### src/rtl/muldiv_pkg.sv
// Shared types and helpers for the HI/LO multiply/divide sequencer.
package muldiv_pkg;

   localparam int unsigned MD_WIDTH = 32;
   localparam int unsigned MD_CNT_W = $clog2(MD_WIDTH);

   typedef enum logic [1:0] {
      MdMult  = 2'b00,
      MdMultu = 2'b01,
      MdDiv   = 2'b10,
      MdDivu  = 2'b11
   } md_op_t;

   typedef enum logic [1:0] {
      StIdle = 2'b00,
      StCalc = 2'b01,
      StFix  = 2'b10
   } md_state_t;

   function automatic logic is_signed(md_op_t op);
      return (op == MdMult) || (op == MdDiv);
   endfunction

   function automatic logic is_div(md_op_t op);
      return (op == MdDiv) || (op == MdDivu);
   endfunction

endpackage

### src/rtl/muldiv_if.sv
// Decode-side issue/result bundle for the multiply/divide sequencer.
interface muldiv_if #(
   parameter int unsigned WIDTH = 32
);
   import muldiv_pkg::*;

   logic             start;
   md_op_t           op;
   logic [WIDTH-1:0] rs_data;
   logic [WIDTH-1:0] rt_data;
   logic             abort;
   logic             mthi;
   logic             mtlo;
   logic [WIDTH-1:0] wdata;
   logic             busy;
   logic             done;
   logic [WIDTH-1:0] hi;
   logic [WIDTH-1:0] lo;

   modport master (
      output start, op, rs_data, rt_data, abort, mthi, mtlo, wdata,
      input  busy, done, hi, lo
   );

   modport slave (
      input  start, op, rs_data, rt_data, abort, mthi, mtlo, wdata,
      output busy, done, hi, lo
   );

endinterface

### src/rtl/muldiv_step.sv
// One iteration of the muldiv engine: shift-add multiply or restoring divide.
module muldiv_step #(
   parameter int unsigned WIDTH = 32
) (
   input  logic             is_div,
   input  logic [WIDTH-1:0] acc_hi,
   input  logic [WIDTH-1:0] acc_lo,
   input  logic [WIDTH-1:0] opnd,
   output logic [WIDTH-1:0] nxt_hi,
   output logic [WIDTH-1:0] nxt_lo
);

   logic [WIDTH:0]   sum;
   logic [WIDTH:0]   rem_sh;
   logic [WIDTH-1:0] diff;
   logic             ge;

   always_comb begin
      sum    = {1'b0, acc_hi} + (acc_lo[0] ? {1'b0, opnd} : '0);
      rem_sh = {acc_hi, acc_lo[WIDTH-1]};
      ge     = rem_sh >= {1'b0, opnd};
      // Remainder stays below the divisor, so the low WIDTH bits of the difference suffice.
      diff   = rem_sh[WIDTH-1:0] - opnd;
      if (is_div) begin
         nxt_hi = ge ? diff : rem_sh[WIDTH-1:0];
         nxt_lo = {acc_lo[WIDTH-2:0], ge};
      end else begin
         nxt_hi = sum[WIDTH:1];
         nxt_lo = {sum[0], acc_lo[WIDTH-1:1]};
      end
   end

endmodule

### src/rtl/muldiv_ctrl.sv
// HI/LO multiply/divide sequencer: FSM, operand latch, sign fix-up and HI/LO ownership.
// Build option MULDIV_FAST_MULT_EN: single-cycle multiplier, MULT/MULTU go IDLE->FIX.
module muldiv_ctrl
   import muldiv_pkg::*;
#(
   parameter int unsigned WIDTH = MD_WIDTH
) (
   input logic     clk,
   input logic     rst_n,
   muldiv_if.slave bus
);

   localparam int unsigned CntW = $clog2(WIDTH);

   md_state_t        state_q, state_d;
   md_op_t           op_q, op_d;
   logic [CntW-1:0]  cnt_q, cnt_d;
   logic [WIDTH-1:0] acc_hi_q, acc_hi_d;
   logic [WIDTH-1:0] acc_lo_q, acc_lo_d;
   logic [WIDTH-1:0] opnd_q, opnd_d;
   logic             sa_q, sa_d;
   logic             sb_q, sb_d;
   logic             dz_q, dz_d;
   logic [WIDTH-1:0] hi_q, hi_d;
   logic [WIDTH-1:0] lo_q, lo_d;
   logic             done_q, done_d;

   logic [WIDTH-1:0]   rs_abs, rt_abs;
   logic [WIDTH-1:0]   step_hi, step_lo;
   logic [WIDTH-1:0]   fix_hi, fix_lo;
   logic [2*WIDTH-1:0] prod_raw, prod_neg;

   muldiv_step #(
      .WIDTH (WIDTH)
   ) u_step (
      .is_div (is_div(op_q)),
      .acc_hi (acc_hi_q),
      .acc_lo (acc_lo_q),
      .opnd   (opnd_q),
      .nxt_hi (step_hi),
      .nxt_lo (step_lo)
   );

   always_comb begin
      rs_abs = (is_signed(bus.op) && bus.rs_data[WIDTH-1]) ? -bus.rs_data : bus.rs_data;
      rt_abs = (is_signed(bus.op) && bus.rt_data[WIDTH-1]) ? -bus.rt_data : bus.rt_data;
   end

`ifdef MULDIV_FAST_MULT_EN
   logic [2*WIDTH-1:0] fast_prod;
   assign fast_prod = {{WIDTH{1'b0}}, rs_abs} * {{WIDTH{1'b0}}, rt_abs};
`endif

   // Engine works on magnitudes; signs are restored here. Divide-by-zero passes through raw.
   always_comb begin
      prod_raw = {acc_hi_q, acc_lo_q};
      prod_neg = -prod_raw;
      fix_hi   = acc_hi_q;
      fix_lo   = acc_lo_q;
      if (dz_q) begin
         fix_hi = acc_hi_q;
         fix_lo = acc_lo_q;
      end else if (is_div(op_q)) begin
         fix_lo = (sa_q ^ sb_q) ? -acc_lo_q : acc_lo_q;
         fix_hi = sa_q ? -acc_hi_q : acc_hi_q;
      end else if (sa_q ^ sb_q) begin
         {fix_hi, fix_lo} = prod_neg;
      end
   end

   always_comb begin
      state_d  = state_q;
      op_d     = op_q;
      cnt_d    = cnt_q;
      acc_hi_d = acc_hi_q;
      acc_lo_d = acc_lo_q;
      opnd_d   = opnd_q;
      sa_d     = sa_q;
      sb_d     = sb_q;
      dz_d     = dz_q;
      hi_d     = hi_q;
      lo_d     = lo_q;
      done_d   = 1'b0;

      case (state_q)
         StIdle: begin
            if (bus.mthi) hi_d = bus.wdata;
            if (bus.mtlo) lo_d = bus.wdata;
            if (bus.start) begin
               op_d  = bus.op;
               sa_d  = is_signed(bus.op) & bus.rs_data[WIDTH-1];
               sb_d  = is_signed(bus.op) & bus.rt_data[WIDTH-1];
               cnt_d = '0;
               dz_d  = 1'b0;
               if (is_div(bus.op)) begin
                  if (bus.rt_data == '0) begin
                     dz_d     = 1'b1;
                     acc_hi_d = bus.rs_data;
                     acc_lo_d = '1;
                     state_d  = StFix;
                  end else begin
                     acc_hi_d = '0;
                     acc_lo_d = rs_abs;
                     opnd_d   = rt_abs;
                     state_d  = StCalc;
                  end
               end else begin
`ifdef MULDIV_FAST_MULT_EN
                  {acc_hi_d, acc_lo_d} = fast_prod;
                  state_d              = StFix;
`else
                  acc_hi_d = '0;
                  acc_lo_d = rt_abs;
                  opnd_d   = rs_abs;
                  state_d  = StCalc;
`endif
               end
            end
         end
         StCalc: begin
            acc_hi_d = step_hi;
            acc_lo_d = step_lo;
            cnt_d    = cnt_q + CntW'(1);
            if (cnt_q == CntW'(WIDTH - 1)) state_d = StFix;
         end
         StFix: begin
            hi_d    = fix_hi;
            lo_d    = fix_lo;
            done_d  = 1'b1;
            state_d = StIdle;
         end
         default: state_d = StIdle;
      endcase

      // Flush beats everything, including a same-cycle start or HI/LO move.
      if (bus.abort) begin
         state_d = StIdle;
         hi_d    = hi_q;
         lo_d    = lo_q;
         done_d  = 1'b0;
      end
   end

   always_ff @(posedge clk or negedge rst_n) begin
      if (!rst_n) begin
         state_q  <= StIdle;
         op_q     <= MdMult;
         cnt_q    <= '0;
         acc_hi_q <= '0;
         acc_lo_q <= '0;
         opnd_q   <= '0;
         sa_q     <= 1'b0;
         sb_q     <= 1'b0;
         dz_q     <= 1'b0;
         hi_q     <= '0;
         lo_q     <= '0;
         done_q   <= 1'b0;
      end else begin
         state_q  <= state_d;
         op_q     <= op_d;
         cnt_q    <= cnt_d;
         acc_hi_q <= acc_hi_d;
         acc_lo_q <= acc_lo_d;
         opnd_q   <= opnd_d;
         sa_q     <= sa_d;
         sb_q     <= sb_d;
         dz_q     <= dz_d;
         hi_q     <= hi_d;
         lo_q     <= lo_d;
         done_q   <= done_d;
      end
   end

   assign bus.busy = (state_q != StIdle);
   assign bus.done = done_q;
   assign bus.hi   = hi_q;
   assign bus.lo   = lo_q;

endmodule

### src/flat_wrapper.sv
// flat-port wrapper written by rule: the top's interface ports become plain ports
module muldiv_ctrl_flat import muldiv_pkg::*;
#(
   parameter int unsigned WIDTH = MD_WIDTH
)
  (clk, rst_n, bus_start, bus_op, bus_rs_data, bus_rt_data, bus_abort, bus_mthi, bus_mtlo, bus_wdata, bus_busy, bus_done, bus_hi, bus_lo);
  muldiv_if #(.WIDTH(WIDTH)) bus_i ();
  input logic clk;
  input logic rst_n;
  input wire logic [$bits(bus_i.start)-1:0] bus_start;
  input wire logic [$bits(bus_i.op)-1:0] bus_op;
  input wire logic [$bits(bus_i.rs_data)-1:0] bus_rs_data;
  input wire logic [$bits(bus_i.rt_data)-1:0] bus_rt_data;
  input wire logic [$bits(bus_i.abort)-1:0] bus_abort;
  input wire logic [$bits(bus_i.mthi)-1:0] bus_mthi;
  input wire logic [$bits(bus_i.mtlo)-1:0] bus_mtlo;
  input wire logic [$bits(bus_i.wdata)-1:0] bus_wdata;
  output wire logic [$bits(bus_i.busy)-1:0] bus_busy;
  output wire logic [$bits(bus_i.done)-1:0] bus_done;
  output wire logic [$bits(bus_i.hi)-1:0] bus_hi;
  output wire logic [$bits(bus_i.lo)-1:0] bus_lo;
  assign bus_i.start = bus_start;
  assign bus_i.op = bus_op;
  assign bus_i.rs_data = bus_rs_data;
  assign bus_i.rt_data = bus_rt_data;
  assign bus_i.abort = bus_abort;
  assign bus_i.mthi = bus_mthi;
  assign bus_i.mtlo = bus_mtlo;
  assign bus_i.wdata = bus_wdata;
  assign bus_busy = bus_i.busy;
  assign bus_done = bus_i.done;
  assign bus_hi = bus_i.hi;
  assign bus_lo = bus_i.lo;
  muldiv_ctrl #(.WIDTH(WIDTH)) u_core (.clk(clk), .rst_n(rst_n), .bus(bus_i));
endmodule
### config.mk
export PLATFORM = sky130hd
export DESIGN_NAME = muldiv_ctrl_flat
export DESIGN_NICKNAME = d
export VERILOG_FILES = /design/src/rtl/muldiv_pkg.sv /design/src/rtl/muldiv_if.sv /design/src/rtl/muldiv_step.sv /design/src/rtl/muldiv_ctrl.sv /design/src/flat_wrapper.sv
export SDC_FILE = /design/constraint.sdc
export NUM_CORES = 1
export LEC_CHECK = 0
export ABC_AREA = 0
export CAP_MARGIN = 15
export CORE_ASPECT_RATIO = 1.5
export CORE_MARGIN = 8
export CORE_UTILIZATION = 40
export CTS_CLUSTER_SIZE = 28
export DETAILED_ROUTE_END_ITERATION = 12
export HOLD_SLACK_MARGIN = 0.02
export PLACE_DENSITY = 0.71
export SLEW_MARGIN = 5
export SYNTH_ARGS = -nofsm -noshare
export SYNTH_HDL_FRONTEND = slang
export SYNTH_HIERARCHICAL = 1
export SYNTH_SLANG_ARGS = --single-unit
### constraint.sdc
create_clock -name clk -period 5.8 [get_ports clk]
set_input_delay 1.16 -clock clk [delete_from_list [all_inputs] [get_ports clk]]
set_output_delay 1.16 -clock clk [all_outputs]
set_load 0.1 [all_outputs]
==> out/metrics.cfg <==
[timing]
finalCritPeriodShare_pct = 73.2
hold_viol_final = 0
rsz0062_at_grt = no
drv_slew = 0
max_freq_mhz = 236
fin_setup_tns_ps = 0
min_period_ps = 4240
final-setup-viol-count = 0
relSlewSlack_pct = 24.1
hold_ws_ps = 487
fin_skew_ps = 16.0
layout_setup_ws_ps = 1560
worst_pin_slew_ps = 1130

[final_layout]
antenna_cells = 0
nNetsFinal = 2315
final_cell_mix = nand2_1 (255), dfrtp_1 (171), clkdlybuf4s50_1 (167)
layout-drive-gt1-share_pct = 7.39
layout_commonest_cell = nand2_1
syn_to_final_growth_pct = 16.8
final_cells = 2658

[grt]
grt_pass1_wl_um = 99500
grt_usage_pct = 27.4
met1_usage_pct = 30.4
met3_usage_pct = 3.96
grt.overflow.total = 0
use_met2_pct = 45.9
grt_max_degree = 111
first_global_vias = 16500
grt_antenna_before_repair = 0
top_usage_layer = met2

[worst_hold_path]
hold_path.class = flip-flop to flip-flop

[synthesis]
ys_seq_elements = 172
syn-cell-area_mm2 = 0.0161
synth-compound-area-share_pct = 26.0
synthXorXnorAreaFrac_pct = 8.44
synth-edff-count = 0
synth-async-reset-ratio_pct = 100
synth_cells = 2044
syn_nets = 2220
yosys.cell_types.count = 90
synth-simple-area-share_pct = 22.0
synth.area.mux_share_pct = 6.24
synth_top_family_by_area = compound AO/OA/AOI/OAI gates
yosysSeqAreaShare_pct = 26.8
syn_area_per_cell_um2 = 7.87
synthAdderAreaFrac_pct = 5.70
yosysWarnings = 6
ys_dominant_reg_cell = dfrtp_1

[clock_network]
htree_num_levels = 4
cts_buffers = 17
cts_sinks = 172
clock_path_buffers = 2
clock_latency_ps = 450
hold_buffers = 0
cts-resized-gates = 0
cts_setup_buffers = 0
root_buffer = clkbuf_16
cts_tree = built
clk_pin_slew_ps = 80

[worst_setup_path]
startpoint_type = flip-flop
critPathMaxFanout = 27
required_ps = 6140
cp.arrival_ps = 4590
crit_type = flip-flop to flip-flop
critPathCaptureType = flip-flop

[drt]
vias_per_cell = 6.32
vias = 16800
totalWireLength_um = 66100
dr.pass1.iters = 6
drcViolationCount = 0
detail_route.wl_per_cell_um = 24.9
detail-route-antenna-nets = 0
drt-initial-drc-count = 1681

[floorplan]
coreArea_mm2 = 0.0400
start_util_pct = 40.2
die_x_um = 180
ios = 170
dieArea_mm2 = 0.0470
die_h_um = 262
placementRows = 90

[pwr]
power.density_mw_per_mm2 = 421
peakVddDrop_v = 0.000253
p_comb_share_pct = 60.0
seqPwrFrac_pct = 24.8
power.leakage_nw = 8.11
p_switching_w = 0.00411
switching_share_pct = 52.0
power.internal_w = 0.00380
power_frac_clock_pct = 15.1
fin_total_pwr_w = 0.00791

[place]
dp_slack_ps = 1480
gp_congestion = 1.03
dpl.hpwl_um = 51300
dp_cells = 2626
io_buffers = 169

[run]
maxCapViolations = 0

[status]
outcome = completed

==> metrics by stage <==
| stage | area, µm² | util, % |
|---|---|---|
| floorplan | 16100 | - |
| global placement | 18200 | 45.5 |
| detailed placement | 18200 | 45.5 |
| CTS | 18800 | 47.0 |
| global route | 18800 | 47.0 |
| finish | 18800 | 47.0 |
==> flip-flops by register name (all words and copies together), names as in the netlist <==
register / count
u_core/acc_hi_q: 32
u_core/acc_lo_q: 32
u_core/bus.hi: 32
u_core/bus.lo: 32
u_core/opnd_q: 32
u_core/cnt_q: 5
u_core/state_q: 2
u_core/bus.done: 1
u_core/dz_q: 1
u_core/op_q: 1
u_core/sa_q: 1
u_core/sb_q: 1
==> worst max-delay path, stage by stage (launching register included) <==
cell	delay [ps]
dfrtp_1	660
buf_4	360
and2_1	170
ha_1	250
a21o_1	150
a21oi_1	60
o21ai_0	570
o211ai_2	230
a211oi_2	520
o2111ai_1	230
a31oi_1	260
a211oi_1	120
a221o_1	300
a22oi_1	170
nand2_1	70
==> power by group through the flow <==
stage	combinational, W	sequential, W	clock (W)
6_report	0.00475	0.00196	0.00120
5_1_grt	0.00509	0.00199	0.00126
4_1_cts	0.00468	0.00194	0.00122
3_5_place_dp	0.00466	0.00196	0
3_3_place_gp	0.00463	0.00196	0
2_1_floorplan	0.00281	0.00243	0
==> area by class of cell <==
class	count	area [µm²]
Multi-Input combinational cell	1674	11000
Sequential cell	172	4310
Fill cell	3894	21200
Inverter	72	270
Clock buffer	17	425
Timing Repair Buffer	202	1950
Tap cell	506	633
Clock inverter	15	175
==> cells in the mapped netlist (6+ instances only) <==
cell      instances  area [µm²]
o21a_1           16         120
o21bai_1         12        90.1
a221oi_1         19         166
nor3_1           53         265
nor4_1           24         150
xor2_1           58         508
mux2i_1          53         531
o31ai_1          25         188
a31o_2            6        52.6
a21o_1           50         375
o221ai_1         25         219
and3_1           21         131
buf_1             7        26.3
and2_1           40         250
a41oi_1           6        52.6
a221o_1           7        70.1
or3_1            24         150
dfrtp_1         172        4300
nand3_1          38         190
a211o_1           7        61.3
nand2_1         255         957
o22ai_1          20         125
a31oi_1          29         181
clkbuf_1        107         402
nor2_1          156         586
o21ai_0         135         676
inv_1            71         267
a22oi_1          38         285
nor2b_1          12        75.1
ha_1             70         876
or4_1            26         195
buf_2             7        35.0
nand2b_1         13        81.3
or2_2            11        68.8
nand4_1          21         131
a211oi_1         12        90.1
o41ai_1          14         123
xnor2_1          97         850
a21oi_1         142         711
mux2_2           42         473
o211ai_1          9        67.6
==> kinds of logic (layout without fill, tap and decap cells) <==
kind of cell	count (synthesis)	after routing
AO/OA/AOI/OAI	627	627
XOR/XNOR	155	155
adder cells (fa/ha/maj)	72	72
buffers and inverters	198	306
flip-flops	172	172
multiplexers	95	95
AND/OR/NAND/NOR	725	725
==> per-layer routing <==
| layer | up-vias | part of all wire (%) |
|---|---|---|
| met5 | - | 0 |
| li1 | 7714 | - |
| met4 | 0 | 9.3 |
| met2 | 788 | 47 |
| met3 | 226 | 6.1 |
| met1 | 8077 | 37 |
==> final timing paths <==
kind | startpoint | to | slack [ps] | cells after the start
worst max-delay path | u_core/acc_lo_q[0] | u_core/acc_hi_q[29] | 1560 | 14
worst min-delay path | u_core/bus.lo[12] | u_core/bus.lo[12] | 490 | 2
worst max register to register | u_core/acc_lo_q[0] | u_core/acc_hi_q[29] | 1560 | 14
worst min register to register | u_core/bus.lo[12] | u_core/bus.lo[12] | 490 | 2
max in group asynchronous | rst_n | u_core/op_q[1] | 4040 | 2
min in group asynchronous | rst_n | u_core/bus.lo[11] | 680 | 1
(Power assumes the default switching activity.)
